--- src/rtl/overdrive_pkg.sv ---
//------------------------------------------------------------------------------
// Module      : overdrive_pkg
// Description : Shared widths, track limit and state encoding for the
//               overdrive head-stepping controller.
// Revision    : 1.0 - initial release
//------------------------------------------------------------------------------
`default_nettype none

package overdrive_pkg;

    localparam int TRK_W         = 7;
    localparam int DEF_MAX_TRACK = 79;

    localparam logic [1:0] ST_IDLE   = 2'd0;
    localparam logic [1:0] ST_PULSE  = 2'd1;
    localparam logic [1:0] ST_SETTLE = 2'd2;

endpackage

`default_nettype wire

--- src/rtl/overdrive_sync.sv ---
//------------------------------------------------------------------------------
// Module      : overdrive_sync
// Description : Multi-stage synchronizer with a falling-edge strobe taken
//               from the synchronized level.
// Revision    : 1.0 - initial release
//------------------------------------------------------------------------------
`default_nettype none

module overdrive_sync #(
    parameter int STAGES = 2
) (
    input  logic clk,
    input  logic rst,
    input  logic async_in,
    output logic level,
    output logic fall
);

    logic [STAGES-1:0] r_sync;
    logic              r_prev;
    logic [STAGES:0]   w_shift;

    assign w_shift = {r_sync, async_in};
    assign level   = r_sync[STAGES-1];
    assign fall    = r_prev & ~r_sync[STAGES-1];

    // Resetting to 0 means the idle-high step line only ever rises out of
    // reset, so no spurious falling edge is produced.
    always_ff @(posedge clk or posedge rst) begin
        if (rst) begin
            r_sync <= '0;
            r_prev <= 1'b0;
        end else begin
            r_sync <= w_shift[STAGES-1:0];
            r_prev <= r_sync[STAGES-1];
        end
    end

endmodule

`default_nettype wire

--- src/rtl/overdrive_step_ctrl.sv ---
//------------------------------------------------------------------------------
// Module      : overdrive_step_ctrl
// Description : Converts bus STEP/DIR into timed stepper pulses with settle,
//               tracks the current head position and drives TRACK_0.
//               Optional macro OVERDRIVE_T00_RESYNC_EN: clears the track count
//               when the track-00 sensor is seen while idle.
// Revision    : 1.0 - initial release
//------------------------------------------------------------------------------
`default_nettype none

module overdrive_step_ctrl
    import overdrive_pkg::*;
#(
    parameter int STEP_PULSE_CYC = 2400,
    parameter int SETTLE_CYC     = 72000,
    parameter int MAX_TRACK      = DEF_MAX_TRACK,
    parameter int SYNC_STAGES    = 2
) (
    input  logic             clk,
    input  logic             rst,
    input  logic             drive_en,
    input  logic             step,
    input  logic             dir_sel,
    input  logic             t00_sens,
    output logic             step_motor,
    output logic             step_dir,
    output logic [TRK_W-1:0] int_trk_count,
    output logic             track_0,
    output logic             seek_busy,
    output logic             step_ovf
);

    localparam int CNT_MAX = (STEP_PULSE_CYC > SETTLE_CYC) ? STEP_PULSE_CYC : SETTLE_CYC;
    localparam int CNT_W   = $clog2(CNT_MAX + 1);

    logic [1:0]       r_state;
    logic [CNT_W-1:0] r_cnt;
    logic [TRK_W-1:0] r_count;
    logic             r_motor;
    logic             r_step_dir;
    logic             r_pend;
    logic             r_pend_dir;
    logic             r_ovf;
    logic             r_trk0;

    logic             w_step_lvl_unused;
    logic             w_step_fall;
    logic             w_dir;
    logic             w_dir_fall_unused;
    logic             w_t00;
    logic             w_t00_fall_unused;
    logic             w_event;
    logic             w_cand_out;
    logic             w_acc;
    logic [TRK_W-1:0] w_acc_cnt;
    logic             w_pulse_end;
    logic             w_settle_end;

    overdrive_sync #(.STAGES(SYNC_STAGES)) u_sync_step (
        .clk(clk), .rst(rst), .async_in(step),
        .level(w_step_lvl_unused), .fall(w_step_fall)
    );
    overdrive_sync #(.STAGES(SYNC_STAGES)) u_sync_dir (
        .clk(clk), .rst(rst), .async_in(dir_sel),
        .level(w_dir), .fall(w_dir_fall_unused)
    );
    overdrive_sync #(.STAGES(SYNC_STAGES)) u_sync_t00 (
        .clk(clk), .rst(rst), .async_in(t00_sens),
        .level(w_t00), .fall(w_t00_fall_unused)
    );

    assign w_event      = w_step_fall & drive_en;
    assign w_pulse_end  = (r_cnt == CNT_W'(STEP_PULSE_CYC - 1));
    assign w_settle_end = (r_cnt == CNT_W'(SETTLE_CYC - 1));

    // At settle exit a buffered step takes precedence over a same-cycle event.
    assign w_cand_out = (r_state == ST_SETTLE && r_pend) ? r_pend_dir : w_dir;

    always_comb begin
        w_acc     = 1'b0;
        w_acc_cnt = r_count;
        if (!w_cand_out) begin
            if (r_count < TRK_W'(MAX_TRACK)) begin
                w_acc     = 1'b1;
                w_acc_cnt = r_count + 1'b1;
            end
        end else if (r_count != '0) begin
            w_acc     = 1'b1;
            w_acc_cnt = r_count - 1'b1;
        end else if (!w_t00) begin
            w_acc = 1'b1;
        end
    end

    always_ff @(posedge clk or posedge rst) begin
        if (rst) begin
            r_state    <= ST_IDLE;
            r_cnt      <= '0;
            r_count    <= '0;
            r_motor    <= 1'b0;
            r_step_dir <= 1'b0;
            r_pend     <= 1'b0;
            r_pend_dir <= 1'b0;
            r_ovf      <= 1'b0;
            r_trk0     <= 1'b1;
        end else begin
            r_trk0 <= ~(w_t00 & (r_count == '0));
            case (r_state)
                ST_IDLE: begin
                    if (w_event) begin
                        if (w_acc) begin
                            r_state    <= ST_PULSE;
                            r_motor    <= 1'b1;
                            r_cnt      <= '0;
                            r_count    <= w_acc_cnt;
                            r_step_dir <= ~w_cand_out;
                        end
                    end
`ifdef OVERDRIVE_T00_RESYNC_EN
                    else if (w_t00 && (r_count != '0)) begin
                        r_count <= '0;
                    end
`endif
                end
                ST_PULSE: begin
                    if (w_event) begin
                        if (r_pend) begin
                            r_ovf <= 1'b1;
                        end else begin
                            r_pend     <= 1'b1;
                            r_pend_dir <= w_dir;
                        end
                    end
                    if (w_pulse_end) begin
                        r_state <= ST_SETTLE;
                        r_motor <= 1'b0;
                        r_cnt   <= '0;
                    end else begin
                        r_cnt <= r_cnt + 1'b1;
                    end
                end
                ST_SETTLE: begin
                    if (w_settle_end) begin
                        r_pend <= 1'b0;
                        r_cnt  <= '0;
                        if (r_pend && w_event) begin
                            r_ovf <= 1'b1;
                        end
                        if ((r_pend || w_event) && w_acc) begin
                            r_state    <= ST_PULSE;
                            r_motor    <= 1'b1;
                            r_count    <= w_acc_cnt;
                            r_step_dir <= ~w_cand_out;
                        end else begin
                            r_state <= ST_IDLE;
                        end
                    end else begin
                        if (w_event) begin
                            if (r_pend) begin
                                r_ovf <= 1'b1;
                            end else begin
                                r_pend     <= 1'b1;
                                r_pend_dir <= w_dir;
                            end
                        end
                        r_cnt <= r_cnt + 1'b1;
                    end
                end
                default: begin
                    r_state <= ST_IDLE;
                    r_motor <= 1'b0;
                    r_cnt   <= '0;
                end
            endcase
        end
    end

    assign step_motor    = r_motor;
    assign step_dir      = r_step_dir;
    assign int_trk_count = r_count;
    assign track_0       = r_trk0;
    assign seek_busy     = (r_state != ST_IDLE) | r_pend;
    assign step_ovf      = r_ovf;

endmodule

`default_nettype wire

--- config.mk ---
export PLATFORM = sky130hd
export DESIGN_NAME = overdrive_step_ctrl
export DESIGN_NICKNAME = d
export VERILOG_FILES = /design/src/rtl/overdrive_pkg.sv /design/src/rtl/overdrive_sync.sv /design/src/rtl/overdrive_step_ctrl.sv
export SDC_FILE = /design/constraint.sdc
export NUM_CORES = 1
export LEC_CHECK = 0
export CELL_PAD_IN_SITES_DETAIL_PLACEMENT = 1
export CELL_PAD_IN_SITES_GLOBAL_PLACEMENT = 2
export CORE_MARGIN = 2
export CORE_UTILIZATION = 37
export DETAILED_ROUTE_END_ITERATION = 10
export PLACE_DENSITY = 0.89
export SYNTH_ARGS = -nofsm -noshare
export SYNTH_HDL_FRONTEND = slang
export SYNTH_SLANG_ARGS = --single-unit
--- constraint.sdc ---
create_clock -name clk -period 2.8 [get_ports clk]
set_input_delay 0.42 -clock clk [delete_from_list [all_inputs] [get_ports clk]]
set_output_delay 0.42 -clock clk [all_outputs]
set_load 0.02 [all_outputs]
== Word-level counts from Yosys, hierarchy flattened ==
Cells that the tools add are included.

* Flip-flop bits (word level): 39
* Latch bits: 0
* RAM bits: 0
* ROM bits: 0
* Input bits: 6
* Output and inout bits: 12
* Logic and storage cells: 98
* Memories kept: 0

* Add/subtract/negate cells: 3
* $mul: 0
* Divide/modulo/power cells: 0
* Magnitude comparators: 1
* Equality and inequality tests: 11
* Shifts and indexed selects: 0
* Mux-type cells: 47
* Bitwise logic cells: 7
* Reduce and logical (&&, ||, !) cells: 16

{| class="wikitable"
|+ Operator list
! operator !! number
|-
| $mux W17 || 4
|-
| $pmux W17 S3 || 1
|-
| $mux W7 || 7
|-
| $mux W1 || 24
|-
| $add A17 B1 Y17 const B || 1
|-
| $eq A17 B12 Y1 const B || 1
|-
| $eq A17 B17 Y1 const B || 1
|-
| $pmux W7 S2 || 1
|-
| $ne A2 B2 Y1 const B || 5
|-
| $reduce_and A5 Y1 || 2
|-
| $mux W2 || 4
|-
| $pmux W1 S2 || 4
|-
| $add A7 B1 Y7 const B || 1
|-
| $logic_not A7 Y1 || 1
|-
| $lt A7 B7 Y1 const B || 1
|-
| $reduce_bool A7 Y1 || 1
|-
| $sub A7 B1 Y7 const B || 1
|-
| $pmux W2 S3 || 1
|-
| $reduce_and A2 Y1 || 3
|-
| $reduce_bool A2 Y1 || 3
|-
| $reduce_and A4 Y1 || 1
|-
| $and A1 B1 Y1 || 3
|-
| $logic_and A1 B1 Y1 || 3
|-
| $ne A3 B2 Y1 const B || 1
|-
| other kinds (8) || 10
|}

== Logic depth before layout (Yosys ltp) ==
Gate-level depths: netlist of the first run.

* Word-level depth: 8
* Depth in mapped cells: 13
* Gate-level depth less buffers: 12

== By module ==
A second synthesis of the first run with hierarchy kept.

* Cells, all modules: 235
* Area, all modules: 2,433.6 sq um

{| class="wikitable"
|+ By module, submodules not included
! module !! times used !! cells an instance !! area each (sq um) !! seq. area each (sq um)
|-
| overdrive_step_ctrl || 1 || 220 || 2,155.8 || 802.0
|-
| overdrive_sync || 3 || 5 || 92.6 || 75.1
|}

== Worst setup path after synthesis of the first run ==
Ideal clock, no wire load.

* Kind: register to register
* Start: reg r_state[0]
* End: reg r_count[6], in the netlist int_trk_count[6]
* Setup time: 0.131 ns
* Data arrival time: 2.476 ns
* Data required time: 2.669 ns
* Setup slack: 0.194 ns
* Cell stages (with the launch flop): 13
* Buffers on the path: 1
* Period minus slack after synthesis: 2.606 ns
* Cell sequence: dfrtp_1 inv_1 ha_1 buf_6 and3_1 nor2_1 inv_1 fa_1 a21o_1 a21oi_1 o211ai_1 a31o_2 xnor2_1

* Cells in the longest elaborated chain, start to end: 7
* Elaborated cells on any way between the ends: 18
* Those cells by class: 5 x eq/ne; 8 x mux; 5 x reduce/logical

{| class="wikitable"
|+ Ends and longest elaborated chain
! element !! RTL line !! text
|-
| start, declared || overdrive_step_ctrl.sv:36 || <nowiki>logic [1:0] r_state;</nowiki>
|-
| start signal, assigned || overdrive_step_ctrl.sv:97 || <nowiki>r_state <= ST_IDLE;</nowiki>
|-
| start signal, assigned || overdrive_step_ctrl.sv:112 || <nowiki>r_state <= ST_PULSE;</nowiki>
|-
| start signal, assigned || overdrive_step_ctrl.sv:135 || <nowiki>r_state <= ST_SETTLE;</nowiki>
|-
| $eq A2 B2 Y1 || overdrive_step_ctrl.sv:77, overdrive_step_ctrl.sv:108 ||
|-
| $logic_and A1 B1 Y1 || overdrive_step_ctrl.sv:77 || <nowiki>assign w_cand_out = (r_state == ST_SETTLE && r_pend) ? r_pend_dir : w_dir;</nowiki>
|-
| $mux W1 || overdrive_step_ctrl.sv:77 ||
|-
| $mux W7 / $mux W1 (equally long branches) || overdrive_step_ctrl.sv:82 || <nowiki>if (!w_cand_out) begin</nowiki>
|-
| $mux W7, or another cell as far along || overdrive_step_ctrl.sv:149 || <nowiki>if ((r_pend || w_event) && w_acc) begin</nowiki>
|-
| $mux W7, or another cell as far along || overdrive_step_ctrl.sv:143 || <nowiki>if (w_settle_end) begin</nowiki>
|-
| $pmux W7 S2 / $reduce_and A5 Y1 (equally long branches) || -- ||
|-
| end signal, assigned || overdrive_step_ctrl.sv:115 || <nowiki>r_count <= w_acc_cnt;</nowiki>
|-
| end signal, assigned || overdrive_step_ctrl.sv:152 || <nowiki>r_count <= w_acc_cnt;</nowiki>
|-
| end, declared || overdrive_step_ctrl.sv:38 || <nowiki>logic [TRK_W-1:0] r_count;</nowiki>
|}

Parallel ways exist; a longest one is shown, timed or not. The select of a mux whose other input is x is not followed.
A chain may end at the register's enable or synchronous reset.

== Final worst setup path of the first run ==
Same ends and word-level chain as after synthesis.

==> results of run 1 <==
==> layout make-up <==
type	count	area share [%]
inverter	9	1.32
multi-input combinational	158	43.8
timing repair buffer	22	8.10
tap	72	3.51
clock inverter	2	2.34
clock buffer	6	2.83
sequential	39	38.1
==> metrics by stage <==
| step | std cells | setup WS, ns | total power, mW | util, % | hold WS [ns] |
|---|---|---|---|---|---|
| finish | 308 | 0.208 | 2.53 | 46.0 | 0.358 |
| global route | 308 | 0.0215 | 2.74 | 46.0 | 0.365 |
| CTS | 308 | 0.0499 | 2.55 | 45.8 | 0.362 |
| detailed placement | 300 | 0.104 | 1.97 | 43.5 | 0.342 |
| global placement | 300 | 0.248 | 1.95 | 43.5 | 0.332 |
| floorplan | 211 | 0.194 | 1.59 | - | 0.331 |
==> worst reg2reg max path: cells and delay by family (launching register included) <==
family / cells / cell delay, ns
AOI/OAI and AO/OA: 5 / 0.80
DFF: 1 / 0.40
and+or+nand+nor: 2 / 0.38
buffers and inverters: 2 / 0.19
adders and majority gates: 2 / 0.64
xor gates and xnor gates: 1 / 0.11
==> repair_timing <==
item                                    in CTS  in global routing
hold endpoints to repair                     0                  0
endpoints found under the setup margin       0                  2
gates resized for setup                      0                  4
==> layout by cell type (no fill, tap or decap), types with 3 or more instances in the layout <==
| master | synthesis | routed |
|---|---|---|
| sky130_fd_sc_hd__dfrtp_1 | 38 | 38 |
| sky130_fd_sc_hd__nor2_1 | 22 | 21 |
| sky130_fd_sc_hd__nand2_1 | 20 | 20 |
| sky130_fd_sc_hd__clkdlybuf4s50_1 | 0 | 17 |
| sky130_fd_sc_hd__xnor2_1 | 13 | 13 |
| sky130_fd_sc_hd__ha_1 | 11 | 11 |
| sky130_fd_sc_hd__inv_1 | 9 | 8 |
| sky130_fd_sc_hd__nand3_1 | 8 | 8 |
| sky130_fd_sc_hd__o21ai_0 | 7 | 7 |
| sky130_fd_sc_hd__xor2_1 | 7 | 7 |
| sky130_fd_sc_hd__nand4_1 | 6 | 6 |
| sky130_fd_sc_hd__a21oi_1 | 7 | 6 |
| sky130_fd_sc_hd__nor3_1 | 5 | 5 |
| sky130_fd_sc_hd__clkbuf_8 | 0 | 5 |
| sky130_fd_sc_hd__buf_4 | 0 | 5 |
| sky130_fd_sc_hd__nor4b_1 | 4 | 4 |
| sky130_fd_sc_hd__mux2_2 | 4 | 4 |
| sky130_fd_sc_hd__and4_1 | 3 | 3 |
| sky130_fd_sc_hd__a31oi_1 | 3 | 3 |
==> power by group through the flow <==
| stage | logic (mW) | clock network, mW | registers (mW) |
|---|---|---|---|
| 6_report | 1.16 | 0.560 | 0.808 |
| 3_5_place_dp | 1.15 | 0 | 0.820 |
| 3_3_place_gp | 1.13 | 0 | 0.816 |
| 2_1_floorplan | 0.717 | 0 | 0.872 |
| 4_1_cts | 1.16 | 0.580 | 0.811 |
| 5_1_grt | 1.31 | 0.601 | 0.827 |
==> routing by layer <==
metal / part of all wire, % / track usage [%] / vias up
li1: - / - / 797
met1: 47 / 22.1 / 835
met5: 0 / 0 / -
met3: 2.4 / 4.04 / 4
met2: 50 / 28.7 / 17
met4: 0.91 / 5.08 / 0
==> sequential cells by signal, indices dropped and copies added (netlist names), 2 cells and up <==
register	count
u_sync_dir.r_sync	2
int_trk_count	7
u_sync_step.r_sync	2
u_sync_t00.r_sync	2
r_state	2
r_cnt	17
==> path summary, 6_finish.rpt <==
path / start / endpoint / cells after the start
min in group asynchronous: rst / u_sync_step.r_sync[1] / 3
worst max register to register: r_state[0] / int_trk_count[6] / 12
worst min register to register: u_sync_dir.r_sync[0] / u_sync_dir.r_sync[1] / 0
max in group asynchronous: rst / track_0 / 3
worst max-delay path: r_state[0] / int_trk_count[6] / 12
worst min-delay path: u_sync_dir.r_sync[0] / u_sync_dir.r_sync[1] / 0
==> cells by family (layout without fill, tap and decap cells) <==
kind of cell / Yosys count / in the layout
simple gates: 87 / 87
compound gates: 35 / 35
flops: 39 / 39
xor+xnor: 20 / 20
fa+ha+maj: 12 / 12
buf+inv: 14 / 39
mux: 4 / 4
==> results.ini, run 1 <==
[status]
run_status = completed

[die]
chipWidth_um = 80.4
core_area_um2 = 5570
die_y_um = 80.4
design.die.area_um2 = 6470
rows = 27
start_util_pct = 38.8
num_io_pins = 18

[setup_path]
ff2ff_setup_slack_ns = 0.21
startpoint_type = flip-flop
cp_num_buf_inv = 2
timing.critical_path.slowest_cell_delay_ns = 0.41
timing_worst_setup_path_type = flip-flop to flip-flop
crit_path_cell_trace = inv_1 -> ha_1 -> and3_1 -> nor2_2 -> inv_2 -> fa_1 -> a21o_1 -> a21oi_2 -> o21ai_0 -> o211ai_1 -> a31o_2 -> xnor2_1
critPathSlowestCell = sky130_fd_sc_hd__fa_1
critPathTopFamily = compound AO/OA/AOI/OAI gates
cp_data_arrival_time_ns = 2.81
timing.critical_path.fanout_max = 6
kind_of_end_point_of_the_critical_path = flip-flop
crit_required_ns = 3.02

[timing]
setup-tns-final_ns = 0
max_freq_mhz = 386
drv_slew = 0
report.final.setup_viol = 0
max_slew_margin_pct = 45.9
period_needed_ns = 2.59
clock_skew_ns = 0.00548
unrepaired_setup_endpoints_after_global_routing = no
tightestPinTransition_ns = 0.806
hold_violations = 0
fin_crit_sh_pct = 92.6

[logic_synthesis]
post-synth-top-area-fraction_pct = 44.0
simple_logic_cell_fraction_of_the_synthesized_area_pct = 22.6
synth_top_cells_by_count = sky130_fd_sc_hd__dfrtp_1, sky130_fd_sc_hd__nor2_1, sky130_fd_sc_hd__nand2_1
synth-edff-count = 0
synthMostInstantiatedCell = sky130_fd_sc_hd__dfrtp_1
synthDominantAreaCellType = sky130_fd_sc_hd__dfrtp_1
synth_top_family_by_area = simple AND/OR/NAND/NOR gates
yosysSeqAreaShare_pct = 45.2
adder_cell_area_share_of_the_yosys_netlist_pct = 7.29
syn_area_per_cell_um2 = 10.2
syn-cell-area_um2 = 2160
post_synth_xor_area_fraction_pct = 8.10
post_synth_inst_count = 211
synth.top_cells.by_area = sky130_fd_sc_hd__dfrtp_1, sky130_fd_sc_hd__ha_1, sky130_fd_sc_hd__xnor2_1, sky130_fd_sc_hd__nor2_1, sky130_fd_sc_hd__nand2_1
synth_async_sr_flop_share_pct = 100
synthFlopType = sky130_fd_sc_hd__dfrtp_1
ys.warnings.count = 0
synth-seq-cells = 39
synth_fp_nets = 229
distinct_cells_synth = 48
synth_compound_gate_area_share_pct = 11.5
yosys-mux-area-fraction_pct = 2.08

[layout]
finish.instance_area_um2 = 2560
sequential_cell_area_um2 = 977
layout_net_count = 253
nFillCells = 637
multi_input_comb_area_um2 = 1120
antenna-diode-count = 0
layout-area-overhead-vs-synth_pct = 18.6
share_of_cells_above_drive_strength_1_pct = 12.7

[global_routing]
all_layer_gr_usage_pct = 17.2
antenna_found_initial = 0
vias_in_the_first_global_route = 1758
global_route_wire_length_before_repair_mm = 8.47
grt_overflow_total = 0
grt_start_max_net_pins = 40

[flow_run]
drv_cap = 0

[power]
total_switching_power_uw = 986
internal-power_mw = 1.54
power.leakage_nw = 1.09
clock_power_share_pct = 22.2
switching_share_pct = 39.1
p_comb_share_pct = 45.8
power.share.sequential_pct = 32.0
pwr_density_cell_nw_per_um2 = 985
max_ir_drop_vdd_mv = 0.447

[route]
routed_wl_mm = 4.83
dr_total_vias = 1653
antenna_violating_nets_post_route = 0
avgRoutedWirePerCell_um = 15.7
detail_route.vias_per_cell = 5.37
drc_errors = 0
drtPass1Iterations = 4
first_iter_violations = 88

[clocking]
root_buffer_master = sky130_fd_sc_hd__clkbuf_8
cts_num_sinks = 39
clock_tree.buffer_depth = 2
cts.clk_slew.worst_paths_ns = 0.08
cts_setup_buffers = 0
cts_inserted_buffers = 5
cts_htree_levels = 2
tritoncts_clock_tree = built
worst_skew_pair.late_latency_ns = 0.29
holdBufCountCts = 0

[place]
placement.cell_area_um2 = 2420
place.detailed.hpwl_mm = 3.48
gpl.final_weighted_congestion = 0.750
io_buffer_count = 17

[min_path]
holdCritPathClass = flip-flop to flip-flop

(Power assumes the default switching activity.)
==> run 2: changes to the inputs <==
--- a/config.mk
+++ b/config.mk
@@ -8,9 +8,10 @@
 export CELL_PAD_IN_SITES_DETAIL_PLACEMENT = 1
 export CELL_PAD_IN_SITES_GLOBAL_PLACEMENT = 2
 export CORE_MARGIN = 2
-export CORE_UTILIZATION = 37
+export CORE_UTILIZATION = 38
 export DETAILED_ROUTE_END_ITERATION = 10
-export PLACE_DENSITY = 0.89
+export PLACE_DENSITY = 0.9
 export SYNTH_ARGS = -nofsm -noshare
 export SYNTH_HDL_FRONTEND = slang
+export SYNTH_HIERARCHICAL = 1
 export SYNTH_SLANG_ARGS = --single-unit
==> run 2 against run 1 <==
  * Clock power shrank 11%
  * Sequential cell count stayed put
  * Sequential share of layout area shrank 3.7 points
  * Cell area rose by 11%
  * Synthesized area increased by 9.0%
  * Via count is 19% higher
  * Critical path type unchanged
  * Register-to-register slack got worse by 0.08 ns
  * Fmax decreased by 3.0%
  * Global-route usage is 1.7 points higher
==> results.ini, run 2 <==
[status]
run_status = completed

[clocking]
cts_inserted_buffers = 5  ; unchanged
cts_htree_levels = 2  ; unchanged
tritoncts_clock_tree = built
cts_num_sinks = 39  ; unchanged
cts.clk_slew.worst_paths_ns = 0.08  ; about the same
root_buffer_master = sky130_fd_sc_hd__clkbuf_8
worst_skew_pair.late_latency_ns = 0.30  ; about the same
clock_tree.buffer_depth = 2  ; unchanged
holdBufCountCts = 0  ; unchanged

[setup_path]
timing_worst_setup_path_type = flip-flop to flip-flop
crit_required_ns = 3.04  ; +0.02 ns
startpoint_type = flip-flop
kind_of_end_point_of_the_critical_path = flip-flop
timing.critical_path.fanout_max = 5  ; -1
cp_data_arrival_time_ns = 2.91  ; +0.10 ns

[timing]
drv_slew = 0  ; unchanged
report.final.setup_viol = 0  ; unchanged
hold_violations = 0  ; unchanged
final.hold.worst_slack_ns = 0.355  ; -0.00275 ns
tightestPinTransition_ns = 0.877  ; +0.0715 ns
fin_crit_sh_pct = 95.5  ; +2.9 points
max_freq_mhz = 374  ; -3.0%
max_slew_margin_pct = 41.4  ; -4.5 points
clock_skew_ns = 0.00804  ; +0.00256 ns
setup-tns-final_ns = 0  ; unchanged
period_needed_ns = 2.67  ; +0.0809 ns

[place]
placement.cell_area_um2 = 2690  ; +11%
gpl.final_weighted_congestion = 0.752  ; +0.31%
io_buffer_count = 17  ; unchanged
place.detailed.hpwl_mm = 4.41  ; +27%

[logic_synthesis]
syn_area_per_cell_um2 = 10.2  ; -0.46%
ys.warnings.count = 6  ; +6
syn-cell-area_um2 = 2360  ; +9.0%
post_synth_inst_count = 231  ; +9.5%
synth_fp_nets = 249  ; +8.7%

[route]
dr_total_vias = 1965  ; +19%
drtPass1Iterations = 4  ; unchanged
detail_route.vias_per_cell = 5.73  ; +6.7%
antenna_violating_nets_post_route = 0  ; unchanged
drc_errors = 0  ; unchanged
avgRoutedWirePerCell_um = 17.4  ; +11%
first_iter_violations = 66  ; -25%
routed_wl_mm = 5.96  ; +23%

[layout]
share_of_cells_above_drive_strength_1_pct = 14.9  ; +2.2 points
max_flop_register = r_cnt
layout-area-overhead-vs-synth_pct = 20.7
post-route-util_pct = 47.8  ; +1.7 points
final_cell_mix = sky130_fd_sc_hd__dfrtp_1, sky130_fd_sc_hd__nand2_1, sky130_fd_sc_hd__clkdlybuf4s50_1, sky130_fd_sc_hd__buf_4, sky130_fd_sc_hd__inv_1
nFillCells = 685  ; +7.5%
largest_register_ff_count = 17  ; unchanged
antenna-diode-count = 0  ; unchanged
sequential_cell_area_um2 = 977  ; unchanged
layout_net_count = 285  ; +13%
layout.cells.most_common = sky130_fd_sc_hd__dfrtp_1
finish.instance_area_um2 = 2840  ; +11%
multi_input_comb_area_um2 = 1310  ; +16%

[die]
chipWidth_um = 82.7  ; +2.9%
rows = 28  ; +3.7%
core_area_um2 = 5960  ; +6.8%
design.die.area_um2 = 6850  ; +5.8%
num_io_pins = 18  ; unchanged
die_y_um = 82.7  ; +2.9%
start_util_pct = 39.6  ; +0.77 points

[global_routing]
grt_util_met1_pct = 23.4  ; +1.4 points
all_layer_gr_usage_pct = 18.8  ; +1.7 points
grt_overflow_total = 0  ; unchanged
gr-usage-met2_pct = 33.8  ; +5.1 points
antenna_found_initial = 0  ; unchanged
global_route_wire_length_before_repair_mm = 9.75  ; +15%
grt.met3_usage_pct = 3.26  ; -0.78 points
vias_in_the_first_global_route = 2052  ; +17%
grt_start_max_net_pins = 23  ; -43%
grt_most_used_layer = met2

[flow_run]
drv_cap = 0  ; unchanged

[power]
design_power_total_mw = 2.74  ; +8.6%
max_ir_drop_vdd_mv = 0.404  ; -9.6%
pwr_density_cell_nw_per_um2 = 964  ; -2.1%
power.leakage_nw = 1.28  ; +17%

[min_path]
holdCritPathClass = flip-flop to flip-flop

[run 2: changes by cell type in the layout (fill, tap and decap cells not counted), sizes merged, moves of 7 or more]
cell   before  now
a22o        0    9
nor2       23   14
a21o        2    9
xnor2      13    3
buf         5   16
[run 2: final cells by class]
type	instances	share of cell area (%)
multi-input cells	173	46.0
flip-flops and latches	39	34.4
repair buffers	33	10.2
well taps	75	3.30
clock buffers	6	2.90
inverters	15	1.98
clock inverters	2	1.23
[run 2: stage by stage]
stage                     instances  setup slack [ns]
after floorplan                 231             0.112
after global placement          332             0.135
after detailed placement        332            0.0499
after CTS                       340            0.0364
after global routing            343           -0.0177
final                           343             0.127
[run 2: repair_timing]
| item | 4_1_cts | 5_1_grt |
|---|---|---|
| endpoints found under the hold margin | 0 | 0 |
| setup buffers | 0 | 3 |
| gates resized for setup | 0 | 3 |
| setup endpoints to repair | 0 | 2 |
[run 2: path summary, 6_finish.rpt]
check                                      start               endpoint  slack, ns  depth (start not counted)
min in group asynchronous                    rst   u_sync_t00/r_sync[1]       0.37                          2
setup / recovery                      r_state[0]       int_trk_count[5]       0.13                         10
hold reg to reg            u_sync_step/r_sync[0]  u_sync_step/r_sync[1]       0.35                          0
setup reg to reg                      r_state[0]       int_trk_count[5]       0.13                         10
hold / removal             u_sync_step/r_sync[0]  u_sync_step/r_sync[1]       0.35                          0
max in group asynchronous                    rst               r_cnt[0]       1.44                          3
[run 2: where the power goes]
group,leakage (nW),internal (mW),switching [mW]
logic,0.720,0.652,0.831
clock network,0.0612,0.289,0.211
registers,0.494,0.663,0.0953
total,1.28,1.60,1.14
[run 2: critical path, stage by stage (launching register included)]
cell,delay (ns)
sky130_fd_sc_hd__dfrtp_1,0.38
sky130_fd_sc_hd__inv_1,0.08
sky130_fd_sc_hd__ha_1,0.22
sky130_fd_sc_hd__and3_1,0.21
sky130_fd_sc_hd__nor2_1,0.15
sky130_fd_sc_hd__inv_1,0.12
sky130_fd_sc_hd__buf_4,0.18
sky130_fd_sc_hd__ha_1,0.33
sky130_fd_sc_hd__or4b_2,0.69
sky130_fd_sc_hd__o2111ai_1,0.12
sky130_fd_sc_hd__mux2_1,0.15
[run 2: routing by layer]
layer	vias to the layer above	share of wire [%]	wire length, µm
li1	942	-	-
met1	987	44	2630
met2	29	51	3060
met3	7	3.4	202
met4	0	1.0	61
met5	-	0	0
==> run 3: changes to the inputs <==
--- a/config.mk
+++ b/config.mk
@@ -10,6 +10,7 @@
 export CORE_MARGIN = 2
 export CORE_UTILIZATION = 38
 export DETAILED_ROUTE_END_ITERATION = 10
+export GPL_TIMING_DRIVEN = 0
 export PLACE_DENSITY = 0.9
 export SYNTH_ARGS = -nofsm -noshare
 export SYNTH_HDL_FRONTEND = slang
==> run 3 against run 2 <==
  * Clock skew hardly changed
  * Non-clock buffer count is 9 lower
  * First-iteration DRC count is 23% lower
  * Cell area is 0.79% lower
  * Worst hold slack worse by 0.0017 ns
  * Sequential share of layout area is 0.27 points higher
  * Register-to-register slack worse by 0.09 ns
  * Power is 3.3% lower
  * Utilization is 0.38 points lower
  * Largest power group unchanged
  * Combinational power hardly changed
  * Sequential cell count stayed put
==> results.ini, run 3 (synthesis results as in run 2) <==
[timing]
tightestPinTransition_ns = 0.580  ; -0.297 ns
clock_skew_ns = 0.00852  ; +0.000483 ns
unrepaired_setup_endpoints_after_global_routing = yes
max_freq_mhz = 362  ; -3.2%
report.final.setup_viol = 0  ; unchanged
fin_crit_sh_pct = 98.6  ; +3.1 points
drv_slew = 0  ; unchanged
max_slew_margin_pct = 61.2  ; +20 points
setup-tns-final_ns = 0  ; unchanged
period_needed_ns = 2.76  ; +0.0872 ns
hold_violations = 0  ; unchanged

[min_path]
holdCritPathClass = flip-flop to flip-flop
timing.hold.worst.start = u_sync_step/r_sync[0]
hold_path_depth = 0  ; unchanged

[setup_path]
critPathSlowestCell = sky130_fd_sc_hd__or4b_2
cp_num_buf_inv = 3  ; unchanged
critical_r2r_launch = r_state[0]
startpoint_type = flip-flop
ff2ff_setup_slack_ns = 0.04  ; -0.09 ns
worst_setup_path_endpoint = int_trk_count[5]
cp_data_arrival_time_ns = 3.00  ; +0.09 ns
timing.critical_path.slowest_cell_delay_ns = 0.66  ; -0.03 ns
critical_path.startpoint = r_state[0]
worst_path_most_repeated_cell = sky130_fd_sc_hd__inv_2
crit-reg2reg-capture = int_trk_count[5]
timing.critical_path.fanout_max = 10  ; +5
crit_required_ns = 3.04  ; about the same
kind_of_end_point_of_the_critical_path = flip-flop
critPathTopFamily = simple AND/OR/NAND/NOR gates
cp.depth = 12  ; +2
crit_path_cell_trace = inv_2 -> ha_2 -> buf_6 -> a21boi_2 -> nor2_2 -> inv_2 -> ha_1 -> a21o_1 -> a21oi_2 -> or4b_2 -> o2111ai_2 -> mux2_4
timing_worst_setup_path_type = flip-flop to flip-flop
r2r.worst_path.cells = 12  ; +2

[place]
gpl.final_weighted_congestion = 0.835  ; +11%
placement.cell_area_um2 = 2620  ; -2.7%
place.detailed.hpwl_mm = 4.06  ; -8.1%
dp.cells = 323  ; -2.7%
io_buffer_count = 17  ; unchanged

[layout]
largest_register_ff_count = 17  ; unchanged
nFillCells = 679  ; -0.88%
share_of_cells_above_drive_strength_1_pct = 15.1  ; +0.13 points
final_cell_mix = sky130_fd_sc_hd__dfrtp_1, sky130_fd_sc_hd__nand2_1, sky130_fd_sc_hd__clkdlybuf4s50_1, sky130_fd_sc_hd__nand3_1
max_flop_register = r_cnt
layout.cells.most_common = sky130_fd_sc_hd__dfrtp_1
finish.instance_area_um2 = 2820  ; -0.79%
layout_net_count = 276  ; -3.2%
final-instance-count-excl-fill = 334  ; -2.6%
antenna-diode-count = 0  ; unchanged
layout-area-overhead-vs-synth_pct = 19.8

[die]
die_y_um = 82.7  ; unchanged
chipWidth_um = 82.7  ; unchanged
core_area_um2 = 5960  ; unchanged
num_io_pins = 18  ; unchanged
design.die.area_um2 = 6850  ; unchanged
start_util_pct = 39.6  ; unchanged
rows = 28  ; unchanged

[clocking]
cts.clk_slew.worst_paths_ns = 0.08  ; about the same
cts_num_sinks = 39  ; unchanged
cts_inserted_buffers = 5  ; unchanged
cts_htree_levels = 2  ; unchanged
worst_skew_pair.late_latency_ns = 0.29  ; about the same
clock_tree.buffer_depth = 2  ; unchanged
tritoncts_clock_tree = built
root_buffer_master = sky130_fd_sc_hd__clkbuf_8

[route]
antenna_violating_nets_post_route = 0  ; unchanged
first_iter_violations = 51  ; -23%
avgRoutedWirePerCell_um = 17.0  ; -2.2%
drc_errors = 0  ; unchanged
detail_route.vias_per_cell = 5.70  ; -0.55%
routed_wl_mm = 5.68  ; -4.7%
dr_total_vias = 1903  ; -3.2%
drtPass1Iterations = 4  ; unchanged

[global_routing]
global_route_wire_length_before_repair_mm = 9.38  ; -3.8%
grt_overflow_total = 0  ; unchanged
antenna_found_initial = 0  ; unchanged
vias_in_the_first_global_route = 2003  ; -2.4%
grt_start_max_net_pins = 33  ; +43%
all_layer_gr_usage_pct = 17.9  ; -0.92 points

[power]
clock_power_share_pct = 14.4  ; -3.8 points
total_switching_power_mw = 1.16  ; +1.6%
internal-power_mw = 1.50  ; -6.7%
p_comb_share_pct = 55.7  ; +1.6 points
power.leakage_nw = 1.23  ; -3.4%
power.share.sequential_pct = 29.9  ; +2.2 points
switching_share_pct = 43.6  ; +2.1 points
pwr_density_cell_nw_per_um2 = 940  ; -2.5%
max_ir_drop_vdd_mv = 0.407  ; +0.78%

[flow_run]
drv_cap = 0  ; unchanged

[status]
run_status = completed

## run 3: metrics by stage
step	setup WS, ns	power [mW]	util [%]	hold WS, ns
finish	0.0395	2.65	47.4	0.353
detailed placement	-0.347	2.16	44.0	0.342
CTS	-0.0873	2.57	45.7	0.360
global route	-0.0725	2.84	47.4	0.363
floorplan	0.112	1.74	-	0.161
global placement	-0.288	2.12	44.0	0.333
## run 3: repair_timing
item                       4_1_cts  5_1_grt
hold buffers                     0        0
resized for setup                6       12
setup buffers                    0        2
setup endpoints to repair       12       25
pin swaps                        0        2
## run 3: power by group through the flow
stage | registers (mW) | clock network [mW] | logic, mW
2_1_floorplan | 0.854 | 0 | 0.887
5_1_grt | 0.815 | 0.414 | 1.62
3_3_place_gp | 0.795 | 0 | 1.33
6_report | 0.793 | 0.382 | 1.48
4_1_cts | 0.791 | 0.388 | 1.39
3_5_place_dp | 0.801 | 0 | 1.36
## run 3: area by class of cell
cell class | count | area [µm²] | share of cell area (%)
Buffer | 4 | 31.3 | 1.11
Clock buffer | 6 | 72.6 | 2.57
Clock inverter | 2 | 12.5 | 0.443
Inverter | 15 | 56.3 | 2.00
Multi-Input combinational cell | 173 | 1370 | 48.4
Sequential cell | 39 | 977 | 34.6
Tap cell | 75 | 93.8 | 3.33
Timing Repair Buffer | 20 | 213 | 7.54
## run 3: how the worst min path moves through the flow
| stage | slack (ns) | end |
|---|---|---|
| global route | 0.36 | u_sync_step/r_sync[1] |
| global placement | 0.33 | u_sync_step/r_sync[1] |
| CTS | 0.36 | u_sync_step/r_sync[1] |
| finish | 0.35 | u_sync_step/r_sync[1] |
| floorplan | 0.16 | u_sync_dir/r_sync[0] |
| detailed placement | 0.34 | u_sync_step/r_sync[1] |
## run 3: layer usage
| metal | vias up | share of wire, % | track usage, % |
|---|---|---|---|
| li1 | 930 | - | - |
| met4 | 0 | 0.85 | 4.43 |
| met2 | 16 | 50 | 31.2 |
| met5 | - | 0 | 0 |
| met3 | 5 | 2.0 | 3.26 |
| met1 | 952 | 47 | 22.9 |
